`src/rtl/rv_multicycle_ctrl_if.sv`:
```
// Control bundle between the multi-cycle RV32I controller and its datapath:
// instruction fields and zero flag in, datapath steering and enables out.
interface rv_multicycle_ctrl_if;
  logic [6:0] op;
  logic [2:0] funct3;
  logic       funct7b5;
  logic       zero;
  logic       pc_write;
  logic       adr_src;
  logic       mem_write;
  logic       ir_write;
  logic       reg_write;
  logic [1:0] result_src;
  logic [1:0] alu_src_a;
  logic [1:0] alu_src_b;
  logic [2:0] imm_src;
  logic [3:0] alu_control;
  logic       illegal_instr;
  logic [3:0] state;

  modport master (
    input  op, funct3, funct7b5, zero,
    output pc_write, adr_src, mem_write, ir_write, reg_write, result_src,
           alu_src_a, alu_src_b, imm_src, alu_control, illegal_instr, state
  );

  modport slave (
    output op, funct3, funct7b5, zero,
    input  pc_write, adr_src, mem_write, ir_write, reg_write, result_src,
           alu_src_a, alu_src_b, imm_src, alu_control, illegal_instr, state
  );
endinterface

```
`src/rtl/rv_multicycle_ctrl.sv`:
```
// Moore control FSM and ALU decoder for the multi-cycle RV32I core; outputs
// decode from the state register, only BRANCH's pc_write also sees zero/funct3.
module rv_multicycle_ctrl #(
  parameter logic [3:0] RESET_STATE = 4'd0
) (
  input  logic                   clk,
  input  logic                   rst_n,
  rv_multicycle_ctrl_if.master   bus
);

  typedef enum logic [3:0] {
    S_FETCH    = 4'd0,
    S_DECODE   = 4'd1,
    S_MEMADR   = 4'd2,
    S_MEMREAD  = 4'd3,
    S_MEMWB    = 4'd4,
    S_MEMWRITE = 4'd5,
    S_EXECR    = 4'd6,
    S_EXECI    = 4'd7,
    S_ALUWB    = 4'd8,
    S_BRANCH   = 4'd9,
    S_JAL      = 4'd10,
    S_JALR_ADR = 4'd11,
    S_LUI      = 4'd12,
    S_AUIPC    = 4'd13
  } state_e;

  localparam logic [3:0] ALU_ADD  = 4'b0000;
  localparam logic [3:0] ALU_SUB  = 4'b0001;
  localparam logic [3:0] ALU_AND  = 4'b0010;
  localparam logic [3:0] ALU_OR   = 4'b0011;
  localparam logic [3:0] ALU_SLT  = 4'b0101;
  localparam logic [3:0] ALU_SLTU = 4'b0110;
  localparam logic [3:0] ALU_XOR  = 4'b0111;
  localparam logic [3:0] ALU_SRL  = 4'b1000;
  localparam logic [3:0] ALU_SRA  = 4'b1001;
  localparam logic [3:0] ALU_SLL  = 4'b1010;

  localparam logic [6:0] OP_LOAD   = 7'b0000011;
  localparam logic [6:0] OP_STORE  = 7'b0100011;
  localparam logic [6:0] OP_RTYPE  = 7'b0110011;
  localparam logic [6:0] OP_ITYPE  = 7'b0010011;
  localparam logic [6:0] OP_BRANCH = 7'b1100011;
  localparam logic [6:0] OP_JAL    = 7'b1101111;
  localparam logic [6:0] OP_JALR   = 7'b1100111;
  localparam logic [6:0] OP_LUI    = 7'b0110111;
  localparam logic [6:0] OP_AUIPC  = 7'b0010111;

  state_e state_q, state_d;

  function automatic logic [3:0] func_decode(input logic [6:0] op,
                                             input logic [2:0] f3,
                                             input logic       f7b5);
    case (f3)
      3'b000:  func_decode = (op[5] && f7b5) ? ALU_SUB : ALU_ADD;
      3'b001:  func_decode = ALU_SLL;
      3'b010:  func_decode = ALU_SLT;
      3'b011:  func_decode = ALU_SLTU;
      3'b100:  func_decode = ALU_XOR;
      3'b101:  func_decode = f7b5 ? ALU_SRA : ALU_SRL;
      3'b110:  func_decode = ALU_OR;
      default: func_decode = ALU_AND;
    endcase
  endfunction

  function automatic logic [3:0] cmp_decode(input logic [2:0] f3);
    case (f3[2:1])
      2'b10:   cmp_decode = ALU_SLT;
      2'b11:   cmp_decode = ALU_SLTU;
      default: cmp_decode = ALU_SUB;
    endcase
  endfunction

  // beq/bge/bgeu want zero; bne/blt/bltu want !zero; 010/011 never branch.
  function automatic logic branch_taken(input logic [2:0] f3, input logic z);
    if (f3[2:1] == 2'b01) branch_taken = 1'b0;
    else if (f3[2])       branch_taken = f3[0] ? z : !z;
    else                  branch_taken = f3[0] ? !z : z;
  endfunction

  always_comb begin
    state_d               = S_FETCH;
    bus.pc_write          = 1'b0;
    bus.adr_src           = 1'b0;
    bus.mem_write         = 1'b0;
    bus.ir_write          = 1'b0;
    bus.reg_write         = 1'b0;
    bus.result_src        = 2'b00;
    bus.alu_src_a         = 2'b00;
    bus.alu_src_b         = 2'b00;
    bus.alu_control       = ALU_ADD;
    bus.illegal_instr     = 1'b0;
    case (state_q)
      S_FETCH: begin
        bus.ir_write   = 1'b1;
        bus.alu_src_b  = 2'b10;
        bus.result_src = 2'b10;
        bus.pc_write   = 1'b1;
        state_d        = S_DECODE;
      end
      S_DECODE: begin
        bus.alu_src_a = 2'b01;
        bus.alu_src_b = 2'b01;
        case (bus.op)
          OP_LOAD, OP_STORE: state_d = S_MEMADR;
          OP_RTYPE:          state_d = S_EXECR;
          OP_ITYPE:          state_d = S_EXECI;
          OP_BRANCH:         state_d = S_BRANCH;
          OP_JAL:            state_d = S_JAL;
          OP_JALR:           state_d = S_JALR_ADR;
          OP_LUI:            state_d = S_LUI;
          OP_AUIPC:          state_d = S_AUIPC;
          default: begin
            state_d           = S_FETCH;
            bus.illegal_instr = 1'b1;
          end
        endcase
      end
      S_MEMADR: begin
        bus.alu_src_a = 2'b10;
        bus.alu_src_b = 2'b01;
        state_d       = bus.op[5] ? S_MEMWRITE : S_MEMREAD;
      end
      S_MEMREAD: begin
        bus.adr_src = 1'b1;
        state_d     = S_MEMWB;
      end
      S_MEMWB: begin
        bus.result_src = 2'b01;
        bus.reg_write  = 1'b1;
      end
      S_MEMWRITE: begin
        bus.adr_src   = 1'b1;
        bus.mem_write = 1'b1;
      end
      S_EXECR: begin
        bus.alu_src_a   = 2'b10;
        bus.alu_control = func_decode(bus.op, bus.funct3, bus.funct7b5);
        state_d         = S_ALUWB;
      end
      S_EXECI: begin
        bus.alu_src_a   = 2'b10;
        bus.alu_src_b   = 2'b01;
        bus.alu_control = func_decode(bus.op, bus.funct3, bus.funct7b5);
        state_d         = S_ALUWB;
      end
      S_ALUWB: bus.reg_write = 1'b1;
      S_BRANCH: begin
        bus.alu_src_a   = 2'b10;
        bus.alu_control = cmp_decode(bus.funct3);
        bus.pc_write    = branch_taken(bus.funct3, bus.zero);
      end
      S_JAL: begin
        // ALUOut already holds the target; this cycle forms the link value.
        bus.alu_src_a = 2'b01;
        bus.alu_src_b = 2'b10;
        bus.pc_write  = 1'b1;
        state_d       = S_ALUWB;
      end
      S_JALR_ADR: begin
        bus.alu_src_a = 2'b10;
        bus.alu_src_b = 2'b01;
        state_d       = S_JAL;
      end
      S_LUI: begin
        bus.alu_src_a = 2'b11;
        bus.alu_src_b = 2'b01;
        state_d       = S_ALUWB;
      end
      S_AUIPC: begin
        bus.alu_src_a = 2'b01;
        bus.alu_src_b = 2'b01;
        state_d       = S_ALUWB;
      end
      default: state_d = S_FETCH;
    endcase
    if (!rst_n) begin
      bus.pc_write      = 1'b0;
      bus.mem_write     = 1'b0;
      bus.ir_write      = 1'b0;
      bus.reg_write     = 1'b0;
      bus.illegal_instr = 1'b0;
    end
  end

  always_comb begin
    case (bus.op)
      OP_STORE:         bus.imm_src = 3'b001;
      OP_BRANCH:        bus.imm_src = 3'b010;
      OP_JAL:           bus.imm_src = 3'b011;
      OP_LUI, OP_AUIPC: bus.imm_src = 3'b100;
      default:          bus.imm_src = 3'b000;
    endcase
  end

  always_ff @(posedge clk) begin
    if (!rst_n) state_q <= state_e'(RESET_STATE);
    else        state_q <= state_d;
  end

  assign bus.state = state_q;

endmodule

```
`src/flat_wrapper.sv`:
```
// flat-port wrapper written by rule: the top's interface ports become plain ports
module rv_multicycle_ctrl_flat 
#(
  parameter logic [3:0] RESET_STATE = 4'd0
)
  (clk, rst_n, bus_op, bus_funct3, bus_funct7b5, bus_zero, bus_pc_write, bus_adr_src, bus_mem_write, bus_ir_write, bus_reg_write, bus_result_src, bus_alu_src_a, bus_alu_src_b, bus_imm_src, bus_alu_control, bus_illegal_instr, bus_state);
  rv_multicycle_ctrl_if bus_i ();
  input  logic clk;
  input  logic rst_n;
  input wire logic [$bits(bus_i.op)-1:0] bus_op;
  input wire logic [$bits(bus_i.funct3)-1:0] bus_funct3;
  input wire logic [$bits(bus_i.funct7b5)-1:0] bus_funct7b5;
  input wire logic [$bits(bus_i.zero)-1:0] bus_zero;
  output wire logic [$bits(bus_i.pc_write)-1:0] bus_pc_write;
  output wire logic [$bits(bus_i.adr_src)-1:0] bus_adr_src;
  output wire logic [$bits(bus_i.mem_write)-1:0] bus_mem_write;
  output wire logic [$bits(bus_i.ir_write)-1:0] bus_ir_write;
  output wire logic [$bits(bus_i.reg_write)-1:0] bus_reg_write;
  output wire logic [$bits(bus_i.result_src)-1:0] bus_result_src;
  output wire logic [$bits(bus_i.alu_src_a)-1:0] bus_alu_src_a;
  output wire logic [$bits(bus_i.alu_src_b)-1:0] bus_alu_src_b;
  output wire logic [$bits(bus_i.imm_src)-1:0] bus_imm_src;
  output wire logic [$bits(bus_i.alu_control)-1:0] bus_alu_control;
  output wire logic [$bits(bus_i.illegal_instr)-1:0] bus_illegal_instr;
  output wire logic [$bits(bus_i.state)-1:0] bus_state;
  assign bus_i.op = bus_op;
  assign bus_i.funct3 = bus_funct3;
  assign bus_i.funct7b5 = bus_funct7b5;
  assign bus_i.zero = bus_zero;
  assign bus_pc_write = bus_i.pc_write;
  assign bus_adr_src = bus_i.adr_src;
  assign bus_mem_write = bus_i.mem_write;
  assign bus_ir_write = bus_i.ir_write;
  assign bus_reg_write = bus_i.reg_write;
  assign bus_result_src = bus_i.result_src;
  assign bus_alu_src_a = bus_i.alu_src_a;
  assign bus_alu_src_b = bus_i.alu_src_b;
  assign bus_imm_src = bus_i.imm_src;
  assign bus_alu_control = bus_i.alu_control;
  assign bus_illegal_instr = bus_i.illegal_instr;
  assign bus_state = bus_i.state;
  rv_multicycle_ctrl #(.RESET_STATE(RESET_STATE)) u_core (.clk(clk), .rst_n(rst_n), .bus(bus_i));
endmodule
```
`config.mk`:
```
export PLATFORM = sky130hd
export DESIGN_NAME = rv_multicycle_ctrl_flat
export DESIGN_NICKNAME = d
export VERILOG_FILES = /design/src/rtl/rv_multicycle_ctrl_if.sv /design/src/rtl/rv_multicycle_ctrl.sv /design/src/flat_wrapper.sv
export SDC_FILE = /design/constraint.sdc
export NUM_CORES = 1
export LEC_CHECK = 0
export BUFFER_PORTS_ARGS = -buffer_cell sky130_fd_sc_hd__buf_2
export CORE_UTILIZATION = 40
export CTS_BUF_LIST = sky130_fd_sc_hd__clkbuf_8
export DETAILED_ROUTE_END_ITERATION = 8
export GPL_TIMING_DRIVEN = 0
export PLACE_DENSITY = 0.81
export SYNTH_ARGS = -nofsm -noshare
export SYNTH_HDL_FRONTEND = slang
export SYNTH_SLANG_ARGS = --single-unit
```
`constraint.sdc`:
```
create_clock -name clk -period 1.7 [get_ports clk]
set_clock_uncertainty 0.2 [all_clocks]
set_input_delay 0.255 -clock clk [delete_from_list [all_inputs] [get_ports clk]]
set_output_delay 0.255 -clock clk [all_outputs]
set_load 0.01 [all_outputs]
```
==> flow_metrics.py, run 1 <==
metrics = {
    "synthesis": {
        "yosysTopAreaCellShare": 0.1164,
        "ys_warn_count": 0,
        "syn-num-nets": 119,
        "synth_area_leaders": "dfxtp_1 12%, nor2_1 7.6%, a21oi_1 7.3%, nor3_1 5.8%, o21ai_0 5.8%",
        "synth-simple-area-share": 0.4818,
        "ys_seq_area_frac": 0.1164,
        "ys_ff_latch": 4,
        "yosysMostFrequentCell": "nor2_1",
        "synth_fa_ha_area_frac": 0,
        "synth_xor_xnor_area_share": 0.06364,
        "synth_common_cells": "14 x nor2_1, 10 x a21oi_1, 8 x nand2_1, 8 x nor3_1, 8 x o21ai_0",
        "syn_area_um2": 688.2,
        "syn_avg_cell_area_um2": 6.554,
        "synth_compound_area_frac": 0.2364,
        "yosys.area.top_type": "dfxtp_1",
        "syn_inst": 105,
        "async_flop_share": 0,
        "ys_types": 36,
        "muxShareOfSynthArea": 0.01636,
        "synth_top_family_by_area": "simple AND/OR/NAND/NOR gates",
        "synth_edf_count": 0,
        "synthFlopType": "dfxtp_1",
    },
    "routing": {
        "drtIter0Drc": 42,
        "first_pass_iters": 6,
        "dr_wl_met2_mm": 1.313,
        "wl_per_cell_um": 14.67,
        "wl_met3_um": 118,
        "met1Wirelength_mm": 1.047,
        "ant_nets": 0,
        "viasPerCell": 5.754,
        "routed-via-count": 984,
        "drc": 8,
        "routed.top_layer": "met4",
        "wl_mm": 2.508,
    },
    "setup_path": {
        "arrival_ns": 1.52,
        "endpoint_kind": "output port",
        "critPathKind": "reg2out",
        "cp-startpoint": "u_core.bus.state[3]",
        "reg2reg_from": "u_core.bus.state[2]",
        "path_max_fanout": 3,
        "cp-start-kind": "flop",
        "critPathRequiredTime_ns": 1.24,
    },
    "final_layout": {
        "diodes": 0,
        "layout-drive-gt1-share": 0.5677,
        "nets": 171,
        "syn_to_final_growth_pct": 80.36,
        "utilization": 0.7961,
        "largest_reg_flops": 4,
    },
    "outcome": {
        "status": "complete, but fails checks",
        "violations": "design-rule violations, negative setup slack",
    },
    "global_routing": {
        "grt_antenna_before_repair": 0,
        "grt_max_degree": 12,
        "grtUsageTotal": 0.2571,
        "grt_pass1_wl_mm": 3.663,
        "grt_overflow": 0,
        "grt_pass1_vias": 860,
    },
    "power_and_ir_drop": {
        "power_mw": 0.5006,
        "powerDensity_nw_per_um2": 403.3,
        "vdd_drop_max_mv": 0.4223,
        "p_leak_nw": 0.5584,
    },
    "clock_tree": {
        "htreeDepth": 1,
        "path_clk_slew_ns": 0.04,
        "cts_buffers": 3,
        "clk_latency_ns": 0.22,
        "cts_root_buffer": "clkbuf_8",
        "hold_buffers": 0,
        "cts_max_path_buffers": 2,
        "cts.sinks": 4,
        "cts_tree": "built",
    },
    "floorplanning": {
        "start_util": 0.4414,
        "dieWidth_um": 43.48,
        "dieArea_um2": 1890,
        "die_y_um": 43.48,
        "io_pins": 37,
        "coreArea_um2": 1559,
        "num_rows": 14,
    },
    "placed_design": {
        "dp_hpwl_mm": 1.402,
        "numPortBuffers": 34,
        "gp_congestion": 0.7811,
    },
    "job": {
        "maxCapViolCount": 0,
    },
    "sta": {
        "hold_slack_ns": 0.1823,
        "finalCriticalPeriod_ns": 1.974,
        "max_freq_mhz": 506.5,
        "slew_headroom": 0.7524,
        "tightestPinTransition_ns": 0.3715,
        "setup_viol": 13,
        "worst_slack_ns": -0.2744,
        "period_share": 1.161,
        "hold_violations": 0,
        "rsz0062_at_grt": "true",
        "maxSlewViolCount": 0,
    },
    "worst_hold_path": {
        "worstHoldStart": "rst_n",
        "hold_path.class": "in2reg",
    },
}
-- final timing paths --
| kind | endpoint | slack, ns | cells after the start |
|---|---|---|---|
| max | bus_alu_control[0] | -0.27 | 6 |
| min reg2reg | u_core.bus.state[0] | 0.50 | 4 |
| max reg2reg | u_core.bus.state[2] | 0.10 | 5 |
| min | u_core.bus.state[0] | 0.18 | 3 |
-- report_power, final --
part | switching, mW | internal, mW
registers | 0.00238 | 0.0940
logic | 0.101 | 0.0945
clock network | 0.0566 | 0.152
total | 0.160 | 0.340
-- metal layers --
metal	vias up	GRT usage
met5	-	0
met1	459	0.2843
li1	481	-
met3	4	0.03333
met4	0	0.1375
met2	40	0.4727
-- cells in the final DEF, fill, tap and decap left out, types with 4 or more instances in the layout --
cell       n
a21oi_1    8
buf_2     33
buf_4     12
buf_6      6
nand2_1    7
nand3b_1   4
nor2_1    11
nor3_1     5
o21ai_0    4
o21ai_1    4
-- cells by family after synthesis --
group | count (synthesis)
simple gates | 57
compound gates | 27
buf+inv | 11
xor+xnor | 5
flops | 4
mux | 1
-- layout make-up --
class	instances	area, um^2
Fill cell	106	317.8
Multi-Input combinational cell	90	684.4
Tap cell	16	20.02
Sequential cell	4	92.59
Timing Repair Buffer	50	325.3
Buffer	6	66.31
Clock buffer	3	41.29
Inverter	2	11.26
-- worst max-delay path, cell delays in order (launching register included) --
cell and delay, ns:
dfxtp_2 0.31, buf_6 0.11, nor4bb_4 0.15, a2111oi_2 0.23
o21ai_1 0.13, a22o_1 0.22, buf_2 0.13
-- stage by stage --
step / TNS [ns] / cell area, um^2 / instances / worst slack, ns
2_1_floorplan: 0 / 689.4 / 105 / 0.008493
3_3_place_gp: -0.1556 / 879.6 / 155 / -0.05022
3_5_place_dp: -0.3325 / 879.6 / 155 / -0.1154
4_1_cts: -1.821 / 1087 / 165 / -0.2703
5_1_grt: -2.598 / 1241 / 171 / -0.3581
6_report: -1.759 / 1241 / 171 / -0.2744
-- what timing repair did --
action / in CTS / in global routing
setup endpoints to repair: 14 / 17
buffers inserted: 8 / 9
pin swaps: 9 / 15
resized for setup: 30 / 30
No activity file was read; power rests on OpenSTA's default activity.
==> inputs of run 2 (changes only) <==
Settings changed: CORE_UTILIZATION 40 to 39, CTS_BUF_LIST sky130_fd_sc_hd__clkbuf_8 to default, PLACE_DENSITY 0.81 to 0.79.
==> flow_metrics.py, run 2 (same netlist as run 1, synthesis figures left out) <==
metrics = {
    "routing": {
        "routed-via-count": 1161,
        "drc": 3,
        "wl_per_cell_um": 21.43,
        "first_pass_iters": 6,
        "drtIter0Drc": 62,
        "ant_nets": 0,
        "wl_mm": 3.900,
        "viasPerCell": 6.379,
    },
    "sta": {
        "setup_viol": 17,
        "max_freq_mhz": 464.0,
        "tightestPinTransition_ns": 0.4068,
        "maxSlewViolCount": 0,
        "worst_slack_ns": -0.4554,
        "finalCriticalPeriod_ns": 2.155,
        "hold_slack_ns": 0.1496,
        "rsz0062_at_grt": "true",
        "hold_violations": 0,
        "slew_headroom": 0.7288,
        "period_share": 1.268,
    },
    "outcome": {
        "status": "complete, but fails checks",
        "violations": "design-rule violations, negative setup slack",
    },
    "final_layout": {
        "fin_cells": 182,
        "nets": 182,
        "layout-drive-gt1-share": 0.6084,
        "mostFrequentLayoutCell": "buf_2",
        "diodes": 0,
        "largest_reg_flops": 4,
        "final_cell_mix": "32 x buf_2, 16 x buf_6, 14 x buf_4",
        "syn_to_final_growth_pct": 102.4,
    },
    "setup_path": {
        "arrival_ns": 1.70,
        "reg2reg_from": "u_core.bus.state[2]",
        "path_max_fanout": 5,
        "reg2reg_slack_ns": 0.02,
        "cp-start-kind": "flop",
        "cp-startpoint": "u_core.bus.state[3]",
        "critPathRequiredTime_ns": 1.24,
        "endpoint_kind": "output port",
        "critPathKind": "reg2out",
    },
    "job": {
        "maxCapViolCount": 0,
    },
    "clock_tree": {
        "cts_root_buffer": "clkbuf_4",
        "cts.sinks": 4,
        "cts_max_path_buffers": 2,
        "clk_latency_ns": 0.23,
        "cts_buffers": 3,
        "hold_buffers": 0,
        "cts_tree": "built",
        "path_clk_slew_ns": 0.04,
        "htreeDepth": 1,
    },
    "floorplanning": {
        "num_rows": 14,
        "dieArea_um2": 1936,
        "io_pins": 37,
        "coreArea_um2": 1577,
        "die_y_um": 44.01,
        "start_util": 0.4365,
        "dieWidth_um": 44.01,
    },
    "power_and_ir_drop": {
        "vdd_drop_max_mv": 0.3058,
        "p_leak_nw": 0.6239,
        "powerDensity_nw_per_um2": 312.5,
    },
    "global_routing": {
        "grt_pass1_wl_mm": 4.160,
        "grt_antenna_before_repair": 0,
        "grt_overflow": 0,
        "grt_pass1_vias": 960,
        "grtUsageTotal": 0.2889,
        "grt_max_degree": 12,
    },
    "worst_hold_path": {
        "worstHoldStart": "rst_n",
        "hold_path.class": "in2reg",
    },
    "placed_design": {
        "gp_congestion": 0.8813,
        "numPortBuffers": 34,
        "dp_cells": 155,
        "dp_hpwl_mm": 1.534,
    },
}
==> run 2: changes by cell type in the layout (fill, tap and decap cells not counted), moves of 2 or more <==
cell / delta
buf_6: +10
clkbuf_4: +3
clkbuf_8: -3
buf_4: +2
nand2_1: -2
nand2_2: +2
==> run 2: final cells by class <==
class / count / area [um^2]
Timing Repair Buffer: 60 / 446.7
Clock buffer: 3 / 22.52
Sequential cell: 4 / 92.59
Multi-Input combinational cell: 90 / 721.9
Tap cell: 16 / 20.02
Buffer: 7 / 77.57
Inverter: 2 / 11.26
Fill cell: 80 / 183.9
==> run 2: worst max-delay path, cell delays in order, from the launching register on <==
cell	delay [ns]
dfxtp_2	0.33
buf_6	0.11
and3b_1	0.19
buf_6	0.13
nor3b_2	0.14
o21ai_0	0.27
o21ai_1	0.13
buf_2	0.16
==> run 2: report_power, final <==
| part | switching, mW | internal, mW | total (mW) |
|---|---|---|---|
| combinational | 0.120 | 0.104 | 0.225 |
| clock | 0.0334 | 0.0786 | 0.112 |
| sequential | 0.00457 | 0.0941 | 0.0987 |
| total | 0.158 | 0.277 | 0.435 |
==> run 2: metal layers <==
layer  wire length, um  vias up  global-route usage  part of all wire
met4               212        0              0.1818             0.054
met1              1434      557              0.3149              0.37
met3               265       21             0.04167             0.068
li1                  -      504                   -                 -
met5                 0        -                   0                 0
met2              1988       79              0.5147              0.51
==> run 2: path summary, 6_finish.rpt <==
path / endpoint / cells after the start
worst max-delay path: bus_alu_control[2] / 7
worst min-delay path: u_core.bus.state[0] / 3
worst max register to register: u_core.bus.state[1] / 7
worst min register to register: u_core.bus.state[0] / 4
==> run 2: metrics by stage <==
step	worst slack, ns	instance area, um^2	total power [mW]	TNS [ns]	util
after floorplan	0.008493	689.4	0.1848	0	-
after global placement	-0.04636	879.6	0.2348	-0.1671	0.5579
after detailed placement	-0.1226	879.6	0.2397	-0.4399	0.5579
after CTS	-0.2764	1091	0.3760	-2.165	0.6921
after global routing	-0.4867	1393	0.4525	-3.646	0.8833
final	-0.4554	1393	0.4352	-3.102	0.8833
==> run 2: what timing repair did <==
item	4_1_cts	5_1_grt
setup endpoints to repair	18	17
gates cloned	0	1
gates resized for setup	30	42
setup buffers	11	14
pin swaps	11	15
==> inputs of run 3 (changes only) <==
Settings changed: SETUP_SLACK_MARGIN from default to 0.02.
==> flow_metrics.py, run 3 (same netlist as run 1, synthesis figures left out) <==
metrics = {
    "outcome": {
        "status": "complete, but fails checks",
        "violations": "design-rule violations, negative setup slack",
    },
    "floorplanning": {
        "io_pins": 37,
        "dieWidth_um": 44.01,
        "coreArea_um2": 1577,
        "die_y_um": 44.01,
        "dieArea_um2": 1936,
        "start_util": 0.4365,
        "num_rows": 14,
    },
    "routing": {
        "viasPerCell": 6.427,
        "drc": 2,
        "drtIter0Drc": 66,
        "routed-via-count": 1099,
        "met1Wirelength_mm": 1.048,
        "routed.top_layer": "met4",
        "first_pass_iters": 6,
        "dr_wl_met2_mm": 1.494,
        "wl_met3_um": 276,
        "ant_nets": 0,
        "wl_per_cell_um": 17.53,
        "wl_mm": 2.997,
    },
    "setup_path": {
        "arrival_ns": 1.49,
        "critPathKind": "reg2out",
        "max_stage_delay_ns": 0.32,
        "endpoint_kind": "output port",
        "critPathRequiredTime_ns": 1.24,
        "cp_slowest_cell": "dfxtp_2",
        "cp-start-kind": "flop",
        "path_max_fanout": 7,
        "cp_cell_sequence": "buf_6 -> and3b_1 -> buf_6 -> nor3b_4 -> o21ai_1 -> o21ai_1 -> buf_2",
    },
    "clock_tree": {
        "cts.sinks": 4,
        "cts_root_buffer": "clkbuf_4",
        "cts_max_path_buffers": 2,
        "path_clk_slew_ns": 0.04,
        "hold_buffers": 0,
        "cts_tree": "built",
        "htreeDepth": 1,
        "clk_latency_ns": 0.23,
        "cts_buffers": 3,
    },
    "final_layout": {
        "mostFrequentLayoutCell": "buf_2",
        "nets": 171,
        "syn_to_final_growth_pct": 76.18,
        "utilization": 0.7690,
        "largest_reg_flops": 4,
        "final_cell_mix": "33 x buf_2, 12 x buf_4, 10 x nor2_1",
        "fin_cells": 171,
        "layout-drive-gt1-share": 0.5548,
        "diodes": 0,
    },
    "global_routing": {
        "grt_pass1_wl_mm": 3.360,
        "grt_overflow": 0,
        "grtUsageTotal": 0.2282,
        "grt_antenna_before_repair": 0,
        "grt_pass1_vias": 790,
        "grt_max_degree": 12,
    },
    "power_and_ir_drop": {
        "power_mw": 0.4079,
        "p_leak_nw": 0.5880,
        "powerDensity_nw_per_um2": 336.5,
        "vdd_drop_max_mv": 0.3288,
    },
    "sta": {
        "max_freq_mhz": 513.5,
        "hold_violations": 0,
        "fin_setup_tns_ns": -1.649,
        "worst_slack_ns": -0.2474,
        "slew_headroom": 0.7726,
        "tightestPinTransition_ns": 0.3410,
        "finalCriticalPeriod_ns": 1.947,
        "setup_viol": 14,
        "hold_slack_ns": 0.1646,
        "rsz0062_at_grt": "true",
        "maxSlewViolCount": 0,
        "period_share": 1.146,
    },
    "placed_design": {
        "numPortBuffers": 34,
        "gp_congestion": 0.9081,
        "dp_cells": 155,
        "dp_hpwl_mm": 1.403,
    },
    "worst_hold_path": {
        "hold_path.class": "in2reg",
    },
    "job": {
        "maxCapViolCount": 0,
    },
}
run 3: cell count changes in the layout (fill, tap and decap cells not counted), moves of 2 or more:
cell,before,now
nor2b_2,0,2
nor2b_4,2,0
and3_1,0,2
buf_4,14,12
and3_4,2,0
buf_6,16,7
run 3: layer usage:
layer | track usage | vias to the layer above
met4 | 0.1273 | 0
li1 | - | 484
met2 | 0.3735 | 88
met3 | 0.004167 | 24
met5 | 0 | -
met1 | 0.3008 | 503
run 3: timing repair:
action,in CTS,in global routing
gates resized for setup,27,30
buffers inserted,5,11
pin swaps,5,8
endpoints found under the setup margin,18,15
run 3: critical path, delay by kind of cell, from the launching register on:
| kind | cells | cell delay [ns] |
|---|---|---|
| buf+inv | 3 | 0.38 |
| simple gates | 2 | 0.38 |
| flops | 1 | 0.32 |
| compound gates | 2 | 0.17 |
run 3: report_power, final:
group	internal, mW	switching, mW	leakage (nW)
sequential	0.0941	0.00451	0.0352
clock	0.0788	0.0365	0.0138
combinational	0.0875	0.107	0.539
run 3: path summary, 6_finish.rpt:
path / startpoint / end / slack [ns] / cells past startpoint
worst min register to register: u_core.bus.state[2] / u_core.bus.state[0] / 0.47 / 3
worst max register to register: u_core.bus.state[3] / u_core.bus.state[1] / 0.03 / 8
worst min-delay path: rst_n / u_core.bus.state[0] / 0.16 / 3
worst max-delay path: u_core.bus.state[3] / bus_alu_control[2] / -0.25 / 7
run 3: final cells by class:
| class | count | area [um^2] |
|---|---|---|
| Buffer | 6 | 61.31 |
| Clock buffer | 3 | 22.52 |
| Fill cell | 117 | 364.1 |
| Inverter | 2 | 15.01 |
| Multi-Input combinational cell | 90 | 681.9 |
| Sequential cell | 4 | 92.59 |
| Tap cell | 16 | 20.02 |
| Timing Repair Buffer | 50 | 319.1 |
run 3: per-stage QoR:
| stage | setup WS, ns | area (um^2) |
|---|---|---|
| 6_report | -0.2474 | 1212 |
| 5_1_grt | -0.3406 | 1212 |
| 4_1_cts | -0.2355 | 1022 |
| 3_5_place_dp | -0.08022 | 887.1 |
| 3_3_place_gp | -0.05308 | 887.1 |
| 2_1_floorplan | 0.03463 | 696.9 |
